`src/rtl/spi_slave_rx_if.sv`:
```
// Pin and word-port bundle for the oversampling SPI receive block.
// Word port: a word moves on every clk edge where dout_valid & dout_ready are both 1; dout holds while dout_valid=1 and no transfer occurs.
interface spi_slave_rx_if #(
  parameter int DATA_W = 12
);
  logic              sclk;
  logic              mosi;
  logic              cs;
  logic [DATA_W-1:0] dout;
  logic              dout_valid;
  logic              dout_ready;
  logic              frame_err;
  logic              overflow;
  logic              busy;
  logic [1:0]        dbg_state;

  modport slave (
    input  sclk, mosi, cs, dout_ready,
    output dout, dout_valid, frame_err, overflow, busy, dbg_state
  );

  modport master (
    output sclk, mosi, cs, dout_ready,
    input  dout, dout_valid, frame_err, overflow, busy, dbg_state
  );
endinterface

```
`src/rtl/spi_slave_rx.sv`:
```
// SPI receive side: oversamples sclk/mosi/cs on clk, shifts one LSB-first word per cs-low frame
// and offers it through a one-word holding register.
module spi_slave_rx #(
  parameter int DATA_W      = 12,
  parameter int LEAD_EDGES  = 1,
  parameter int SYNC_STAGES = 2
) (
  input  logic           clk,
  input  logic           rst,
  spi_slave_rx_if.slave  bus
);
  localparam int BW = $clog2(DATA_W + 1);
  localparam int LW = (LEAD_EDGES < 1) ? 1 : $clog2(LEAD_EDGES + 1);

  typedef enum logic [1:0] {IDLE, LEAD, SHIFT, WAIT_CS} state_e;

  logic [SYNC_STAGES-1:0] sclk_sync_q, mosi_sync_q, cs_sync_q, fill_q;
  logic                   sclk_dly_q, cs_dly_q, armed_q;
  logic                   sclk_s, mosi_s, cs_s;
  logic                   sclk_fall, cs_fall, cs_rise;

  state_e            state_q, state_d;
  logic [LW-1:0]     lead_q, lead_d;
  logic [BW-1:0]     bit_q, bit_d;
  logic [DATA_W-1:0] shift_q, shift_d;
  logic              extra_q, extra_d;
  logic [DATA_W-1:0] dout_q, dout_d;
  logic              dout_valid_q, dout_valid_d;
  logic              frame_err_q, frame_err_d;
  logic              overflow_q, overflow_d;
  logic              busy_q;
  logic              deliver, accept;

  assign sclk_s    = sclk_sync_q[SYNC_STAGES-1];
  assign mosi_s    = mosi_sync_q[SYNC_STAGES-1];
  assign cs_s      = cs_sync_q[SYNC_STAGES-1];
  assign sclk_fall = sclk_dly_q & ~sclk_s;
  assign cs_fall   = cs_dly_q & ~cs_s;
  assign cs_rise   = ~cs_dly_q & cs_s;

  // fill_q marks when the last sync stage holds a real pin sample rather than the
  // reset value, so a reset in the middle of a frame cannot arm the receiver.
  always_ff @(posedge clk) begin
    if (rst) begin
      sclk_sync_q <= '1;
      mosi_sync_q <= '1;
      cs_sync_q   <= '1;
      sclk_dly_q  <= 1'b1;
      cs_dly_q    <= 1'b1;
      fill_q      <= '0;
      armed_q     <= 1'b0;
    end else begin
      sclk_sync_q <= {sclk_sync_q[SYNC_STAGES-2:0], bus.sclk};
      mosi_sync_q <= {mosi_sync_q[SYNC_STAGES-2:0], bus.mosi};
      cs_sync_q   <= {cs_sync_q[SYNC_STAGES-2:0], bus.cs};
      sclk_dly_q  <= sclk_s;
      cs_dly_q    <= cs_s;
      fill_q      <= {fill_q[SYNC_STAGES-2:0], 1'b1};
      armed_q     <= armed_q | (fill_q[SYNC_STAGES-1] & cs_s);
    end
  end

  always_comb begin
    state_d     = state_q;
    lead_d      = lead_q;
    bit_d       = bit_q;
    shift_d     = shift_q;
    extra_d     = extra_q;
    frame_err_d = 1'b0;
    deliver     = 1'b0;
    case (state_q)
      IDLE: begin
        if (cs_fall && armed_q) begin
          lead_d  = '0;
          bit_d   = '0;
          shift_d = '0;
          extra_d = 1'b0;
          state_d = (LEAD_EDGES == 0) ? SHIFT : LEAD;
        end
      end
      LEAD: begin
        if (cs_rise) begin
          frame_err_d = 1'b1;
          state_d     = IDLE;
        end else if (sclk_fall) begin
          lead_d = lead_q + 1'b1;
          if (lead_d == LW'(LEAD_EDGES)) state_d = SHIFT;
        end
      end
      SHIFT: begin
        // cs_rise outranks a coincident sclk_fall: the frame ends, no sample taken.
        if (cs_rise) begin
          frame_err_d = 1'b1;
          state_d     = IDLE;
        end else if (sclk_fall) begin
          shift_d[bit_q] = mosi_s;
          bit_d          = bit_q + 1'b1;
          if (bit_d == BW'(DATA_W)) state_d = WAIT_CS;
        end
      end
      WAIT_CS: begin
        if (cs_rise) begin
          if (extra_q) frame_err_d = 1'b1;
          else         deliver     = 1'b1;
          state_d = IDLE;
        end else if (sclk_fall) begin
          extra_d = 1'b1;
        end
      end
      default: state_d = IDLE;
    endcase
  end

  always_comb begin
    accept       = dout_valid_q & bus.dout_ready;
    dout_d       = dout_q;
    dout_valid_d = dout_valid_q & ~accept;
    overflow_d   = 1'b0;
    if (deliver) begin
      if (!dout_valid_q || accept) begin
        dout_d       = shift_q;
        dout_valid_d = 1'b1;
      end else begin
        overflow_d   = 1'b1;
        dout_valid_d = 1'b1;
      end
    end
  end

  always_ff @(posedge clk) begin
    if (rst) begin
      state_q      <= IDLE;
      lead_q       <= '0;
      bit_q        <= '0;
      shift_q      <= '0;
      extra_q      <= 1'b0;
      dout_q       <= '0;
      dout_valid_q <= 1'b0;
      frame_err_q  <= 1'b0;
      overflow_q   <= 1'b0;
      busy_q       <= 1'b0;
    end else begin
      state_q      <= state_d;
      lead_q       <= lead_d;
      bit_q        <= bit_d;
      shift_q      <= shift_d;
      extra_q      <= extra_d;
      dout_q       <= dout_d;
      dout_valid_q <= dout_valid_d;
      frame_err_q  <= frame_err_d;
      overflow_q   <= overflow_d;
      busy_q       <= (state_d != IDLE);
    end
  end

  assign bus.dout       = dout_q;
  assign bus.dout_valid = dout_valid_q;
  assign bus.frame_err  = frame_err_q;
  assign bus.overflow   = overflow_q;
  assign bus.busy       = busy_q;
  assign bus.dbg_state  = state_q;
endmodule
```
`src/flat_wrapper.sv`:
```
// flat-port wrapper written by rule: the top's interface ports become plain ports
module spi_slave_rx_flat 
#(
  parameter int DATA_W      = 12,
  parameter int LEAD_EDGES  = 1,
  parameter int SYNC_STAGES = 2
)
  (clk, rst, bus_sclk, bus_mosi, bus_cs, bus_dout_ready, bus_dout, bus_dout_valid, bus_frame_err, bus_overflow, bus_busy, bus_dbg_state);
  spi_slave_rx_if #(.DATA_W(DATA_W)) bus_i ();
  input  logic clk;
  input  logic rst;
  input wire logic [$bits(bus_i.sclk)-1:0] bus_sclk;
  input wire logic [$bits(bus_i.mosi)-1:0] bus_mosi;
  input wire logic [$bits(bus_i.cs)-1:0] bus_cs;
  input wire logic [$bits(bus_i.dout_ready)-1:0] bus_dout_ready;
  output wire logic [$bits(bus_i.dout)-1:0] bus_dout;
  output wire logic [$bits(bus_i.dout_valid)-1:0] bus_dout_valid;
  output wire logic [$bits(bus_i.frame_err)-1:0] bus_frame_err;
  output wire logic [$bits(bus_i.overflow)-1:0] bus_overflow;
  output wire logic [$bits(bus_i.busy)-1:0] bus_busy;
  output wire logic [$bits(bus_i.dbg_state)-1:0] bus_dbg_state;
  assign bus_i.sclk = bus_sclk;
  assign bus_i.mosi = bus_mosi;
  assign bus_i.cs = bus_cs;
  assign bus_i.dout_ready = bus_dout_ready;
  assign bus_dout = bus_i.dout;
  assign bus_dout_valid = bus_i.dout_valid;
  assign bus_frame_err = bus_i.frame_err;
  assign bus_overflow = bus_i.overflow;
  assign bus_busy = bus_i.busy;
  assign bus_dbg_state = bus_i.dbg_state;
  spi_slave_rx #(.DATA_W(DATA_W), .LEAD_EDGES(LEAD_EDGES), .SYNC_STAGES(SYNC_STAGES)) u_core (.clk(clk), .rst(rst), .bus(bus_i));
endmodule
```
`config.mk`:
```
export PLATFORM = sky130hd
export DESIGN_NAME = spi_slave_rx_flat
export DESIGN_NICKNAME = d
export VERILOG_FILES = /design/src/rtl/spi_slave_rx_if.sv /design/src/rtl/spi_slave_rx.sv /design/src/flat_wrapper.sv
export SDC_FILE = /design/constraint.sdc
export NUM_CORES = 1
export LEC_CHECK = 0
export BUFFER_PORTS_ARGS = -buffer_cell sky130_fd_sc_hd__buf_2
export CAP_MARGIN = 20
export CORE_ASPECT_RATIO = 1.25
export CORE_MARGIN = 5
export CORE_UTILIZATION = 57
export DETAILED_ROUTE_END_ITERATION = 8
export PLACE_DENSITY = 0.89
export RECOVER_POWER = 50
export SLEW_MARGIN = 20
export SYNTH_ARGS = -nofsm -noshare
export SYNTH_HDL_FRONTEND = slang
export SYNTH_SLANG_ARGS = --single-unit
```
`constraint.sdc`:
```
create_clock -name clk -period 2.1 [get_ports clk]
set_input_delay 0.21 -clock clk [delete_from_list [all_inputs] [get_ports clk]]
set_output_delay 0.21 -clock clk [all_outputs]
set_load 0.02 [all_outputs]
```
==> results of run 1 <==
-- power breakdown --
group / total (mW) / internal, mW / leakage [nW] / switching [mW]
clock: 0.678 / 0.385 / 0.0612 / 0.293
sequential: 0.908 / 0.901 / 0.381 / 0.00712
combinational: 0.0573 / 0.0206 / 0.529 / 0.0367
total: 1.64 / 1.31 / 0.972 / 0.336
-- per-layer routing --
metal / part of all wire [%] / GRT usage (%) / up-vias / routed length (microns)
met2: 51 / 32.2 / 31 / 2200
met3: 4.1 / 3.65 / 6 / 177
met4: 1.9 / 8.11 / 0 / 80
li1: - / - / 835 / -
met5: 0 / 0 / - / 0
met1: 43 / 21.6 / 762 / 1840
-- placed cells by master (no fill, tap or decap), drive strengths merged, types with 4 or more instances in the layout --
cell type	instances
buf	10
nor2b	5
mux2i	12
a211oi	10
nand2	23
nor2	16
a31oi	4
ha	8
nand3	12
inv	7
a21oi	5
dfxtp	47
clkbuf	26
o21ai	11
or2	9
-- flip-flops by register name (all words and copies together) (netlist names), 2 cells and up --
| name | count |
|---|---|
| u_core.cs_sync_q | 2 |
| u_core.shift_q | 12 |
| u_core.mosi_sync_q | 2 |
| u_core.sclk_sync_q | 2 |
| u_core.bit_q | 4 |
| u_core.bus.dout | 12 |
| u_core.bus.dbg_state | 2 |
| u_core.fill_q | 2 |
-- kinds of logic after synthesis --
logic type               count (synthesis)
flip-flops                              47
AO/OA/AOI/OAI                           46
adder cells (fa/ha/maj)                  8
buffers and inverters                   19
multiplexers                            13
AND/OR/NAND/NOR                         86
XOR/XNOR                                 1
-- worst paths after layout --
| path | slack, ps | endpoint | startpoint | depth (start not counted) |
|---|---|---|---|---|
| max | 180 | u_core.bus.busy$_SDFF_PP0_ | u_core.bus.dbg_state[0]$_SDFF_PP0_ | 6 |
| min | 90 | u_core.mosi_sync_q[0]$_SDFF_PP1_ | bus_mosi | 2 |
| max reg2reg | 180 | u_core.bus.busy$_SDFF_PP0_ | u_core.bus.dbg_state[0]$_SDFF_PP0_ | 6 |
| min reg2reg | 410 | u_core.cs_sync_q[1]$_SDFF_PP1_ | u_core.cs_sync_q[0]$_SDFF_PP1_ | 1 |
-- layout make-up --
type / instances / area [sq um]
flip-flops and latches: 47 / 941
repair buffers: 30 / 140
inverters: 7 / 26.3
well taps: 39 / 48.8
fillers: 315 / 1170
multi-input cells: 154 / 1040
clock buffers: 6 / 82.6
clock inverters: 2 / 35.0
-- per-stage QoR --
step | worst slack [ps] | power [mW] | cells | util, % | hold WS (ps)
2_1_floorplan | 296 | 0.969 | 220 | - | 314
3_3_place_gp | 291 | 0.985 | 277 | 63.8 | 392
3_5_place_dp | 233 | 0.987 | 277 | 63.8 | 393
4_1_cts | 219 | 1.66 | 285 | 67.1 | 82.8
5_1_grt | 9.09 | 1.70 | 285 | 66.3 | 90.3
6_report | 178 | 1.64 | 285 | 66.3 | 90.9
==> summary.md, run 1 <==
| Metric | Value |
|---|---|
| Share of the synthesized area in the top cell type | `45.7%` |
| Max-cap viol count | `0` |
| Synth warn | `0` |
| Crit path cell chain | `inv_1, ha_1, and4b_1, a221oi_1, a2111oi_2, or2_1` |
| Core area | `approximately 3500 sq um` |
| CTS sink count | `47` |
| Diode count | `0` |
| Yosys top cell by area | `dfxtp_1` |
| Reg clk slew, reported paths | `approximately 80 ps` |
| Worst Setup End Kind | `flop` |
| Pin count of the biggest net entering global routing | `23` |
| Status | `finished, final reports clean` |
| CTS tree | `done` |
| VDD IR-drop max | `roughly 0.57 mV` |
| Total gr overflow | `0` |
| WP buf/inv | `1` |
| Placed cell areas | `~2200 sq um` |
| CTS Buf Count | `5` |
| WL per Instance | `15.1 microns` |
| Post-synth top flop | `dfxtp_1` |
| Vias per cell | `about 5.7` |
| H-tree depth | `2` |
| Adder-Cell Fraction of Synth Area | `~4.9%` |
| CP max-delay cell | `dfxtp_1` |
| 1st-iter DRT viols | `63` |
| I/O pin count | `24` |
| DRC Markers | `0` |
| RSZ-0062 raised after global routing | `no` |
| Synth async-reset ratio | `0%` |
| Initial Util | `between 50% and 60%` |
| Die area | `approximately 5000 sq um` |
| Worst slew margin | `about 42%` |
| Number of synthesized flops with an enable pin | `0` |
| Main combinational cell family by area after synthesis | `simple AND/OR/NAND/NOR gates` |
| GRT Resource Usage Total | `between 10% and 20%` |
| Kind of critical path | `flop to flop` |
| Setup violations, final | `0` |
| Synth top area cells | `dfxtp_1 (46%), mux2i_1 (5.8%), ha_1 (4.9%)` |
| Count leader, synth | `dfxtp_1` |
| Most frequent cells after synthesis | `dfxtp_1 (47), nand2_1 (23), nor2_1 (16)` |
| Final antenna-violating net count | `0` |
| Post-DP HPWL | `3.06 mm` |
| Clock root buffer | `clkbuf_8` |
| Final period util | `91.5%` |
| CP max stage delay | `between 400 and 500 ps` |
| Nets@finish | `approximately 260` |
| Critical path required time | `about 2300 ps` |
| Die width | `roughly 64 microns` |
| Routed Wire Length | `4.30 mm` |
| Post-Syn Area | `2060 sq um` |
| Clock Latency Late Sink | `about 300 ps` |
| Lkg Pwr | `slightly below 1 nW` |
| Final min period | `1920 ps` |
| Post_cts resized | `0` |
| Yosys cell types | `between 40 and 50` |
| Fin area | `~2300 sq um` |
| Synthesized area per cell | `9.36 sq um` |
| Max-slew violation count | `0` |
| First-pass GRT wire length | `between 7 and 8 mm` |
| Pwr Density | `around 700 nW/um^2` |
| Top cell family by delay on the critical path | `simple AND/OR/NAND/NOR gates` |
| Antenna violations before repair | `0` |
| Chip height | `between 70 and 80 microns` |
| Final hold violations | `0` |
| Share of layout cells above drive strength 1 | `roughly an eighth` |
| Area delta synth->final | `12.3%` |
| Setup_tns | `0 ps` |
| Mapped Cells | `220` |
| Worst-Margin Slew | `around 900 ps` |
| Max Root-Sink Buffers | `2` |
| Setup Buffers After CTS | `0` |
| Iteration count of the initial detailed-routing pass | `4` |
| Skew final | `~3.6 ps` |
| Hold Buf Count CTS | `0` |
| CP Launch Type | `flop` |
| Xor/xnor share of the synthesized area | `less than 1%` |
| Number of buffers added on ports | `23` |
| Via count | `around 1600` |
| Post-synthesis register bit count | `between 40 and 50` |
| Seq/Total Area, Yosys | `approximately 46%` |
| GPL Wtd Cong | `just over 0.9` |
| Mux cell area share after synthesis | `~6.4%` |
| Simple-Gate Fraction of Synth Area | `22.4%` |
| Min-delay worst type | `input port to flop` |
| CP arrival | `2120 ps` |
| Syn_nets | `roughly 230` |
| Synth Area in Compound Gates | `between 10% and 20%` |
| Vias in the first global route | `1570` |
| Fmax | `between 0.5 and 0.6 GHz` |
| Cell Rows | `24` |
| Crit-path max FO | `9` |
Note: power is estimated with default switching activity, not from simulation.
==> run 2: changes to the inputs <==
--- a/config.mk
+++ b/config.mk
@@ -7,9 +7,11 @@
 export LEC_CHECK = 0
 export BUFFER_PORTS_ARGS = -buffer_cell sky130_fd_sc_hd__buf_2
 export CAP_MARGIN = 20
+export CELL_PAD_IN_SITES_DETAIL_PLACEMENT = 0
+export CELL_PAD_IN_SITES_GLOBAL_PLACEMENT = 1
 export CORE_ASPECT_RATIO = 1.25
 export CORE_MARGIN = 5
-export CORE_UTILIZATION = 57
+export CORE_UTILIZATION = 44
 export DETAILED_ROUTE_END_ITERATION = 8
 export PLACE_DENSITY = 0.89
 export RECOVER_POWER = 50
==> summary.md, run 2 (synthesis gave the netlist of run 1 again) <==
| Metric | Value |
|---|---|
| Status | `finished, final reports clean` |
| Pin count of the biggest net entering global routing | `21` |
| CP arrival | `2060 ps` |
| Commonest non-fill, non-tap cell in the layout | `dfxtp_1` |
| Setup violations, final | `0` |
| Clock root buffer | `clkbuf_8` |
| Antenna violations before repair | `0` |
| Number of buffers added on ports | `23` |
| Commonest cells after routing, fill and taps aside | `dfxtp_1 (47), nand2_1 (23), clkbuf_1 (21), nor2_1 (16)` |
| Critical path required time | `approximately 2300 ps` |
| Post_cts resized | `0` |
| Lkg Pwr | `around 0.96 nW` |
| Crit-path max FO | `19` |
| H-tree depth | `2` |
| Share of layout cells above drive strength 1 | `11.4%` |
| Power share of the clock group | `39.7%` |
| Final min period | `1870 ps` |
| Diode count | `0` |
| Max-cap viol count | `0` |
| Final std cells w/o fill | `just over 300` |
| Die area | `6150 sq um` |
| Kind of critical path | `flop to flop` |
| 1st-iter DRT viols | `92` |
| Switching Share | `about a fifth` |
| CTS tree | `done` |
| Setup Buffers After CTS | `0` |
| Comb power frac | `between 3 and 4%` |
| Min-delay worst type | `input port to flop` |
| Cell Rows | `27` |
| Dpl ws | `approximately 280 ps` |
| Worst Setup End Kind | `flop` |
| RSZ-0062 raised after global routing | `no` |
| VDD IR-drop max | `0.465 mV` |
| DRC Markers | `0` |
| Setup_tns | `0 ps` |
| Vias per cell | `roughly 5.5` |
| Clock Latency Late Sink | `~290 ps` |
| Chip height | `86.5 microns` |
| Pwr Density | `just under 700 nW/um^2` |
| Final antenna-violating net count | `0` |
| CP Launch Type | `flop` |
| Initial Util | `between 40% and 50%` |
| WL per Instance | `between 10 and 15 microns` |
| WP buf/inv | `1` |
| Final Power | `~1.6 mW` |
| Final period util | `89.2%` |
| Internal power | `roughly 1.3 mW` |
| I/O pin count | `24` |
| Reg clk slew, reported paths | `about 80 ps` |
| Iteration count of the initial detailed-routing pass | `4` |
| Via count | `between 1500 and 2000` |
| CTS sink count | `47` |
| Worst-Margin Slew | `between 700 and 800 ps` |
| Hold Buf Count CTS | `0` |
| Die width | `71.2 microns` |
| Routed Wire Length | `about 4.3 mm` |
| CTS Buf Count | `5` |
| CP max stage delay | `430 ps` |
| Top cell family by delay on the critical path | `compound AO/OA/AOI/OAI gates` |
| Fmax | `between 0.5 and 0.6 GHz` |
| Max-slew violation count | `0` |
| Crit path cell chain | `ha_1, buf_4, a31oi_2, a211o_1, a32o_1` |
| GRT Resource Usage Total | `about 15%` |
| Post-DP HPWL | `a little over 3 mm` |
| Worst slew margin | `about 47%` |
| Core area | `approximately 4500 sq um` |
| Vias in the first global route | `roughly 1600` |
| Total gr overflow | `0` |
| First-pass GRT wire length | `around 7.5 mm` |
| Max Root-Sink Buffers | `2` |
| CP max-delay cell | `dfxtp_1` |
| Post-Place Cells | `approximately 300` |
| Post-route setup slack | `227 ps` |
| Skew final | `slightly above 4 ps` |
| GPL Wtd Cong | `between 0.8 and 0.9` |
| Area delta synth->final | `12.7%` |
| Nets@finish | `259` |
| Final hold violations | `0` |
| FILL cells | `about 450` |
| Sequential power share | `between 50 and 60%` |
| Sw Pwr | `approximately 330 uW` |
run 2: power groups by stage:
stage	logic, mW	clock network (mW)	registers (mW)
after floorplan	0.0413	0	0.928
after global placement	0.0600	0	0.928
after detailed placement	0.0609	0	0.928
after CTS	0.0612	0.647	0.907
after global routing	0.0664	0.694	0.909
final	0.0594	0.635	0.907
run 2: area by class of cell:
type	instances	area [sq um]	area share, %
Multi-Input combinational cell	154	1040	44.7
Sequential cell	47	941	40.6
Timing Repair Buffer	30	140	6.04
Clock buffer	6	72.6	3.13
Tap cell	58	72.6	3.13
Clock inverter	1	30.0	1.29
Inverter	7	26.3	1.13
run 2: metal layers:
layer | GRT usage, % | share of wire (%)
met5 | 0 | 0
met4 | 6.84 | 3.1
met3 | 3.60 | 4.7
met2 | 26.5 | 51
met1 | 17.0 | 41
run 2: worst paths after layout:
check,start,endpoint,slack (ps),cells after the start
worst max register to register,u_core.bus.dbg_state[1]$_SDFF_PP0_,u_core.shift_q[4]$_SDFFE_PP0P_,230,5
worst max-delay path,u_core.bus.dbg_state[1]$_SDFF_PP0_,u_core.shift_q[4]$_SDFFE_PP0P_,230,5
worst min-delay path,bus_cs,u_core.cs_sync_q[0]$_SDFF_PP1_,90,2
worst min register to register,u_core.cs_sync_q[0]$_SDFF_PP1_,u_core.cs_sync_q[1]$_SDFF_PP1_,420,1
run 2: metrics by stage:
stage | util [%] | hold slack (ps) | area [sq um]
finish | 52.0 | 93.6 | 2320
global route | 52.0 | 96.5 | 2320
CTS | 52.6 | 87.6 | 2350
detailed placement | 50.3 | 397 | 2240
global placement | 50.3 | 392 | 2240
floorplan | - | 314 | 2060
==> run 3: changes to the inputs <==
--- a/config.mk
+++ b/config.mk
@@ -13,7 +13,7 @@
 export CORE_MARGIN = 5
 export CORE_UTILIZATION = 44
 export DETAILED_ROUTE_END_ITERATION = 8
-export PLACE_DENSITY = 0.89
+export PLACE_DENSITY = 0.83
 export RECOVER_POWER = 50
 export SLEW_MARGIN = 20
 export SYNTH_ARGS = -nofsm -noshare
==> constraint.sdc (replaced) <==
create_clock -name clk -period 1.9 [get_ports clk]
set_input_delay 0.19 -clock clk [delete_from_list [all_inputs] [get_ports clk]]
set_output_delay 0.19 -clock clk [all_outputs]
set_load 0.02 [all_outputs]
==> summary.md, run 3 (synthesis gave the netlist of run 1 again) <==
| Metric | Value |
|---|---|
| GR Util met2 | `roughly a quarter` |
| CTS Buf Count | `5` |
| DRC Markers | `0` |
| Final period util | `between 90% and 100%` |
| Reg clk slew, reported paths | `around 80 ps` |
| Worst Setup End Kind | `flop` |
| Skew final | `approximately 4.7 ps` |
| Crit path cell chain | `inv_1, ha_2, and4b_1, a221oi_1, a2111oi_2, or2_1` |
| M3 GR Usage | `around 3.2%` |
| Commonest cells after routing, fill and taps aside | `dfxtp_1 (47), nand2_1 (23), clkbuf_1 (21), nor2_1 (16)` |
| HP Start | `bus_mosi` |
| Setup Buffers After CTS | `0` |
| Vias in the first global route | `1628` |
| Pin count of the biggest net entering global routing | `20` |
| Kind of critical path | `flop to flop` |
| Max-slew violation count | `0` |
| VDD IR-drop max | `approximately 0.46 mV` |
| Diode count | `0` |
| Pwr Density | `between 700 and 800 nW/um^2` |
| Met1 usage | `~18%` |
| Register area | `roughly 940 sq um` |
| Final min period | `roughly 1800 ps` |
| Clock Latency Late Sink | `300 ps` |
| Fmax | `0.562 GHz` |
| Total gr overflow | `0` |
| Share of layout cells above drive strength 1 | `around 14%` |
| Worst slew margin | `52.7%` |
| Lkg Pwr | `0.982 nW` |
| CTS sink count | `47` |
| Dpl ws | `roughly 97 ps` |
| FF-to-FF Start | `u_core.bus.dbg_state[0]$_SDFF_PP0_` |
| CP arrival | `1970 ps` |
| Worst-Margin Slew | `between 700 and 800 ps` |
| Cell Rows | `27` |
| Area taken by multi-input logic gates | `approximately 1100 sq um` |
| Initial Util | `between 40 and 50%` |
| Post-route setup slack | `roughly 120 ps` |
| GRT Resource Usage Total | `roughly 15%` |
| GPL Wtd Cong | `0.935` |
| WP buf/inv | `1` |
| CP Launch Type | `flop` |
| WL per Instance | `~14 microns` |
| Commonest non-fill, non-tap cell in the layout | `dfxtp_1` |
| Die width | `roughly 71 microns` |
| Area delta synth->final | `15.0%` |
| Clock root buffer | `clkbuf_8` |
| I/O pin count | `24` |
| Fin Hold WS | `~72 ps` |
| Die area | `between 6000 and 7000 sq um` |
| CTS tree | `done` |
| Setup violations, final | `0` |
| FILL cells | `about 470` |
| Routed Wire Length | `around 4.2 mm` |
| Crit-path max FO | `7` |
| Worst Hold End | `u_core.mosi_sync_q[0]$_SDFF_PP1_` |
| Final hold violations | `0` |
| Vias per cell | `~5.4` |
| Chip height | `around 86 microns` |
| Top cell family by delay on the critical path | `simple AND/OR/NAND/NOR gates` |
| Iteration count of the initial detailed-routing pass | `4` |
| R2r endpoint | `u_core.bus.busy$_SDFF_PP0_` |
| CP max stage delay | `about 410 ps` |
| Cells on worst reg2reg path | `6` |
| GRT Max-Usage Layer | `met2` |
| H-tree depth | `2` |
| Reg-to-reg setup timing slack | `120 ps` |
| Nets@finish | `between 200 and 300` |
| Max-cap viol count | `0` |
| Min-delay worst type | `input port to flop` |
| Post-DP HPWL | `3.09 mm` |
| Final antenna-violating net count | `0` |
| Setup_tns | `0 ps` |
| Hold Path Stages | `2` |
| First-pass GRT wire length | `between 7 and 8 mm` |
| Critical path required time | `2090 ps` |
| Core area | `approximately 4500 sq um` |
| RSZ-0062 raised after global routing | `no` |
| 1st-iter DRT viols | `roughly 120` |
| Via count | `roughly 1700` |
| Antenna violations before repair | `0` |
| Number of buffers added on ports | `23` |
| Status | `finished, final reports clean` |
| CP max-delay cell | `dfxtp_1` |
| Max Root-Sink Buffers | `2` |
[run 3: how the worst max path moves through the flow]
stage          slack (ps)                            to  cells past startpoint                          startpoint
2_1_floorplan         100    u_core.bus.busy$_SDFF_PP0_                      6  u_core.bus.dbg_state[0]$_SDFF_PP0_
3_3_place_gp          150    u_core.bus.busy$_SDFF_PP0_                      6  u_core.bus.dbg_state[0]$_SDFF_PP0_
3_5_place_dp          100    u_core.bus.busy$_SDFF_PP0_                      6  u_core.bus.dbg_state[0]$_SDFF_PP0_
4_1_cts                80    u_core.bus.busy$_SDFF_PP0_                      6  u_core.bus.dbg_state[0]$_SDFF_PP0_
5_1_grt                 5  u_core.bit_q[2]$_SDFFE_PP0P_                      6  u_core.bus.dbg_state[1]$_SDFF_PP0_
6_report              120    u_core.bus.busy$_SDFF_PP0_                      6  u_core.bus.dbg_state[0]$_SDFF_PP0_
[run 3: power breakdown]
group / total, mW / internal [mW] / switching [mW]
Sequential: 1.00 / 0.996 / 0.00777
Combinational: 0.0679 / 0.0255 / 0.0424
Clock: 0.650 / 0.331 / 0.319
[run 3: layer usage]
metal / up-vias / wire length [microns]
met3: 9 / 150
met2: 28 / 2100
li1: 846 / -
met1: 775 / 1880
met4: 0 / 80
met5: - / 0
[run 3: through the flow]
step	std cells	power [mW]	utilization, %	instance area [sq um]
3_5_place_dp	301	1.10	51.2	2280
5_1_grt	309	1.80	53.1	2370
2_1_floorplan	220	1.07	-	2060
6_report	309	1.72	53.1	2370
4_1_cts	309	1.74	53.5	2390
3_3_place_gp	301	1.10	51.2	2280
[run 3: what timing repair did]
item                       in CTS  in global routing
hold buffers                    0                  0
setup endpoints to repair       0                 15
resized for setup               0                  3
[run 3: layout make-up]
| type | count | share of cell area (%) |
|---|---|---|
| inverter | 7 | 1.11 |
| timing repair buffer | 35 | 7.24 |
| clock buffer | 7 | 4.07 |
| sequential | 47 | 39.7 |
| clock inverter | 1 | 0.317 |
| tap | 58 | 3.07 |
| multi-input combinational | 154 | 44.5 |
[run 3: worst register-to-register path, cell delays in order, from the launching register on]
cell and delay [ps]:
dfxtp_1 410, inv_1 90, ha_2 240, and4b_1 250
a221oi_1 350, a2111oi_2 100, or2_1 240
